[src/rtl/mem_store.sv]
// mem_store: serialises a byte/halfword/word store from the MEM stage into single-byte RAM/IO writes.
// Latency: accepted in cycle T -> bytes T+2..T+1+N, store_done T+2+N, store_ready again T+3+N.
// Backpressure: rdy low or bus_gnt low freezes the FSM and suppresses wr_ram; store_req is ignored outside IDLE.
//
// Ports:
//   clk, rst          clock, synchronous active-high reset
//   rdy               global ready; low freezes all state
//   store_req/addr/data/size   request from MEM stage (size 00=B, 01=H, 1x=W)
//   store_ready       high only in IDLE
//   store_done        one-cycle pulse as the store completes
//   bus_req/bus_gnt   RAM bus arbitration
//   addr_ram/dout_ram/wr_ram   byte-wide write port

module mem_store (
   input  logic        clk,
   input  logic        rst,
   input  logic        rdy,
   input  logic        store_req,
   input  logic [31:0] store_addr,
   input  logic [31:0] store_data,
   input  logic [1:0]  store_size,
   output logic        store_ready,
   output logic        store_done,
   output logic        bus_req,
   input  logic        bus_gnt,
   output logic [31:0] addr_ram,
   output logic [7:0]  dout_ram,
   output logic        wr_ram
);

   typedef enum logic [1:0] {
      IDLE     = 2'd0,
      WAIT_GNT = 2'd1,
      WRITE    = 2'd2,
      DONE     = 2'd3
   } state_t;

   state_t      state_q;
   logic [31:0] addr_q;
   logic [31:0] data_q;
   logic [1:0]  last_q;   // index of the final byte (N-1)
   logic [1:0]  idx_q;
   logic [1:0]  last_d;
   logic        accept;
   logic        step;
   logic [7:0]  byte_sel;

   // Byte count N is kept as N-1 so the end test is a plain compare with idx.
   always_comb begin
      last_d = 2'd3;
      case (store_size)
         2'b00:   last_d = 2'd0;
         2'b01:   last_d = 2'd1;
         default: last_d = 2'd3;
      endcase
   end

   assign accept = store_req & (state_q == IDLE) & rdy;
   assign step   = rdy & bus_gnt;

   always_ff @(posedge clk) begin
      if (rst) begin
         state_q <= IDLE;
         addr_q  <= 32'd0;
         data_q  <= 32'd0;
         last_q  <= 2'd0;
         idx_q   <= 2'd0;
      end else begin
         case (state_q)
            IDLE: begin
               if (accept) begin
                  addr_q  <= store_addr;
                  data_q  <= store_data;
                  last_q  <= last_d;
                  idx_q   <= 2'd0;
                  state_q <= WAIT_GNT;
               end
            end
            WAIT_GNT: begin
               if (step) state_q <= WRITE;
            end
            WRITE: begin
               // A byte only counts as written in a cycle where the strobe was
               // actually allowed out, so stalls never skip or repeat a byte.
               if (step) begin
                  if (idx_q == last_q) state_q <= DONE;
                  else                 idx_q   <= idx_q + 2'd1;
               end
            end
            DONE: begin
               if (rdy) state_q <= IDLE;
            end
            default: state_q <= IDLE;
         endcase
      end
   end

   always_comb begin
      byte_sel = data_q[7:0];
      case (idx_q)
         2'd0: byte_sel = data_q[7:0];
         2'd1: byte_sel = data_q[15:8];
         2'd2: byte_sel = data_q[23:16];
         2'd3: byte_sel = data_q[31:24];
         default: byte_sel = data_q[7:0];
      endcase
   end

   assign store_ready = (state_q == IDLE);
   assign bus_req     = (state_q != IDLE);

   // Address and data are decoded from held registers, so they stay put while
   // frozen; only the strobe and done pulse see the live stall/reset inputs.
   assign addr_ram = (state_q == WRITE) ? (addr_q + {30'd0, idx_q}) : 32'd0;
   assign dout_ram = (state_q == WRITE) ? byte_sel : 8'd0;

   // Gating with rst keeps an in-flight store from emitting a byte in the
   // cycle that aborts it.
   assign wr_ram     = (state_q == WRITE) & step & ~rst;
   assign store_done = (state_q == DONE) & rdy & ~rst;

endmodule

[config.mk]
export PLATFORM = sky130hd
export DESIGN_NAME = mem_store
export DESIGN_NICKNAME = d
export VERILOG_FILES = /design/src/rtl/mem_store.sv
export SDC_FILE = /design/constraint.sdc
export NUM_CORES = 1
export LEC_CHECK = 0
export BUFFER_PORTS_ARGS = -buffer_cell sky130_fd_sc_hd__buf_2
export CAP_MARGIN = 20
export CORE_ASPECT_RATIO = 1.2
export CORE_UTILIZATION = 55
export DETAILED_ROUTE_END_ITERATION = 10
export HOLD_SLACK_MARGIN = 0.05
export MAX_ROUTING_LAYER = met4
export PLACE_DENSITY = 0.94
export SLEW_MARGIN = 20
export SYNTH_ARGS = -nofsm -noshare
export SYNTH_HDL_FRONTEND = slang
export SYNTH_SLANG_ARGS = --single-unit
[constraint.sdc]
create_clock -name clk -period 7.7 [get_ports clk]
set_clock_uncertainty 0.15 [all_clocks]
set_input_delay 0.385 -clock clk [delete_from_list [all_inputs] [get_ports clk]]
set_output_delay 0.385 -clock clk [all_outputs]
set_load 0.02 [all_outputs]
; ---- Word-level counts from Yosys, hierarchy flattened
; Cells that the tools add are included.
[word_totals]
wordCells = 51
ff_bits = 70
inputBits = 71
[classes]
mux = 14
n_reduce_logical = 8
bitwise_logic = 8
n_eq_ne = 14
n_addsub = 2
[op_table]
columns = operator, count
row1 = adder 32 x 2 -> 32 bit, 1
row2 = 2-to-1 mux 32 bit, 1
row3 = one-hot mux 8 bit (4 select lines), 1
row4 = 2-to-1 mux 2 bit, 8
row5 = "inequality test 2 bit, second input constant", 5
row6 = "== test 2 bit, second input constant", 4
row7 = 2-to-1 mux 8 bit, 1
row8 = one-hot mux 2 bit (2 select lines), 2
row9 = one-hot mux 2 bit (4 select lines), 1
row10 = AND 1 bit, 7
row11 = "== test 2 x 1 -> 1 bit, second input constant", 3
row12 = zero test 2 bit, 3
row13 = AND reduction 5 bit, 1
row14 = AND reduction 4 bit, 1
row15 = nonzero test 2 bit, 2
row16 = "adder 2 x 1 -> 2 bit, second input constant", 1
row17 = == test 2 bit, 1
row18 = "inequality test 2 x 1 -> 1 bit, second input constant", 1
row19 = AND reduction 2 bit, 1
row20 = NOT 1 bit, 1

; ---- Logic depth before layout (Yosys ltp)
[depth]
depth_word = 5
mapped_depth = 8
depth_no_buf = 6

; ---- Worst setup path before layout
; Ideal clock, no wire load.
[synth_path]
path_type = flip-flop to output port
start = register idx_q[0]
end = output addr_ram[30]
stages_incl_launch_ff = 9
slack_ps = 4618
required_ps = 7165
path_buffers = 2
t_arrival_ps = 2547
path_cell_list = dfxtp_1 ha_1 fa_1 nand3_2 or4_1 buf_2 buf_2 nor4b_2 mux2i_1
[synth_via]
elab_chain_len = 2
[synth_rtl]
columns = item, line
row1 = "start, declared", 42  ; logic [1:0] idx_q;
row2 = "start signal, assigned", 87  ; else idx_q <= idx_q + 2'd1;
row3 = adder 32 x 2 -> 32 bit, 114  ; assign addr_ram = (state_q == WRITE) ? (addr_q + {30'd0, idx_q}) : 32'd0;
row4 = 2-to-1 mux 32 bit, 114
row5 = "end, declared", 26  ; output logic [31:0] addr_ram,
; No other way between the ends.

; ---- Worst setup path in the final report
[layout_path]
start = register idx_q[0]
end = output addr_ram[28]
; The elaborated chain is that of the path after synthesis.

==> reports/results.ini <==
[detailed_routing]
first_pass_iters = 7
drtIter0Drc = 276
wl_um = 9188
route.vias.total = 3875
drcViolationCount = 0
postRouteAntennaNets = 0
wire_per_inst_um = 13.32
vias_per_cell = 5.616

[floorplan]
fp-row-count = 32
die_x_um = 76.57
coreArea_mm2 = 0.006446
die_area_mm2 = 0.007004
start_util_pct = 56.93
die_h_um = 91.48
io_pins = 115

[yosys]
synth_nets = 592
ys_types = 42
yosysTopAreaCell = dfxtp_1
synthCells = 510
synth-seq-area-share_pct = 38.19
avgSynthCellArea_um2 = 7.196
synth_edf_count = 0
synthFlopType = dfxtp_1
yosys_warnings = 0
synthesis.area_mm2 = 0.003670
ys_async_sr_fraction_pct = 0
synth_area_leaders = dfxtp_1, nand2_1, a21oi_1, ha_1, clkbuf_1
ys_ff_latch = 70
yosys.area.top_type_share_pct = 38.19

[clock_network]
cts_tree = yes
post_cts_buffers = 0
clock-root-buffer = clkbuf_8
cts_made_buffers = 9
clk_pin_slew_ns = 0.07
htreeDepth = 3
cts_resized = 0
cts.sinks = 70
clockBufferDepth = 2
hold_buffers = 0
insertion_delay_ns = 0.33

[worst_setup_path]
crit_type = flip-flop to output port
timing.rr.end = addr_q[3]$_SDFFE_PP0P_
crit_end = addr_ram[28]
critPathLaunch = idx_q[0]$_SDFFE_PP0P_
rrSetupSlack_ns = 5.38
arrival_ns = 3.17
critical_path_required_ns = 7.16
endpoint_kind = output port
r2r-start = state_q[0]$_SDFFE_PP0P_
ff2ff_path_depth = 7
cp_max_fo = 18
startpoint_type = flip-flop

[layout]
antennaDiodeCount = 0
nFillCells = 575
multiInputGateArea_mm2 = 0.002093
fin_area_mm2 = 0.004409
drive_above_1_share_pct = 22.81
syn2layout_area_growth_pct = 20.15
fin_nets = 682
regArea_mm2 = 0.001401

[power]
powerDensity_mw_per_mm2 = 215.3
ir_worst_vdd_v = 0.0001942
cellLeakagePower_nw = 1.684

[timing]
setup-tns-final_ns = 0
maxSlewViolCount = 0
rsz0062_at_grt = no
timing.fmax_mhz = 270.2
hold_viol = 0
finalCritPeriodShare_pct = 48.06
finalWorstPathRequiredPeriod_ns = 3.701
finalSetupViolations = 0
worst_pin_slew_ns = 0.7598
max_slew_margin_pct = 49.35

[job]
cap_violations = 0

[min_path]
hp-class = primary input to flip-flop
worstHoldStart = store_data[1]

[global_routing]
grt_pass1_vias = 3411
grt_max_degree = 74
antenna_found_initial = 0
gr-usage-all-layers_pct = 27.22
overflow = 0
grt_pass1_wl_um = 14990

[placed_design]
port_buffers = 114
place_area_mm2 = 0.004235
gp_congestion = 0.9004
dpl.hpwl_um = 6487

[status]
status = finished clean

[cell usage after synthesis (4+ instances only)]
master / n
ha_1: 10
nand2_1: 143
nor3_1: 7
nand3_1: 9
inv_1: 10
clkbuf_1: 32
and4_1: 4
a222oi_1: 8
or3_1: 11
o31ai_1: 7
or4_1: 9
dfxtp_1: 70
nor2_1: 29
nand4_1: 7
a21oi_1: 94
xnor2_1: 10
o21ai_1: 9
[per-layer routing]
| layer | vias up | routed length (µm) | global-route usage, % |
|---|---|---|---|
| met5 | - | 0 | - |
| met2 | 152 | 4607 | 47.75 |
| met3 | 14 | 630 | 5.930 |
| li1 | 1940 | - | - |
| met1 | 1769 | 3827 | 30.38 |
| met4 | 0 | 123 | 9.295 |
[cell families (layout without fill, tap and decap cells)]
group	count (synthesis)	in the layout	share of synthesized area [%]
flip-flops	70	70	38.19
XOR/XNOR	13	13	3.103
multiplexers	3	3	0.8183
adder cells (fa/ha/maj)	11	11	3.955
buffers and inverters	49	144	5.114
AND/OR/NAND/NOR	232	232	28.37
AO/OA/AOI/OAI	132	132	20.46
[flip-flops by register name, summed over array words and instances (netlist names)]
name     flops
idx_q        2
data_q      32
last_q       2
state_q      2
addr_q      32
[report_power, final]
group / switching [W] / internal (W)
sequential: 0.0000393 / 0.000405
clock: 0.000136 / 0.000124
combinational: 0.000160 / 0.0000846
total: 0.000335 / 0.000614
[stage by stage]
step,std cells,setup slack [ns],hold slack [ns],power (W),util [%]
floorplan,510,4.618,0.2857,0.0006191,-
global placement,674,4.460,0.2927,0.0006831,65.70
detailed placement,674,4.380,0.2985,0.0006958,65.70
CTS,690,3.994,0.1212,0.0009531,68.40
global route,690,3.784,0.1168,0.001005,68.40
finish,690,3.999,0.1326,0.0009493,68.40
[critical path: stages (launching register included)]
cell and delay [ns]:
dfxtp_1 0.47, ha_1 0.24, fa_1 0.23, nand3_2 0.14, or4_1 0.83, or4_1 0.59, a21oi_1 0.15, buf_2 0.18
[area by class of cell]
cell class                      count  share of cell area (%)
Tap cell                           85                   2.412
Sequential cell                    70                   31.78
Clock inverter                      6                  0.8229
Clock buffer                       10                   3.121
Timing Repair Buffer              117                   13.45
Multi-Input combinational cell    391                   47.47
Inverter                           11                  0.9364
[placed cells by master, fill, tap and decap left out, types with 8 or more instances in the layout]
| cell | netlist | layout |
|---|---|---|
| buf_2 | 3 | 114 |
| xnor2_1 | 10 | 10 |
| inv_1 | 10 | 10 |
| or4_1 | 9 | 9 |
| o21ai_1 | 9 | 9 |
| nand3_1 | 9 | 8 |
| dfxtp_1 | 70 | 70 |
| a222oi_1 | 8 | 8 |
| nor2_1 | 29 | 28 |
| or3_1 | 11 | 11 |
| a21oi_1 | 94 | 94 |
| clkbuf_8 | 0 | 10 |
| ha_1 | 10 | 10 |
| nand2_1 | 143 | 143 |
[worst min path at each step]
stage / endpoint / depth (start not counted)
2_1_floorplan: data_q[26]$_SDFFE_PP0P_ / 2
3_5_place_dp: data_q[29]$_SDFFE_PP0P_ / 2
5_1_grt: data_q[12]$_SDFFE_PP0P_ / 3
6_report: data_q[1]$_SDFFE_PP0P_ / 3
4_1_cts: data_q[12]$_SDFFE_PP0P_ / 3
3_3_place_gp: data_q[11]$_SDFFE_PP0P_ / 2
(Power assumes the default switching activity.)
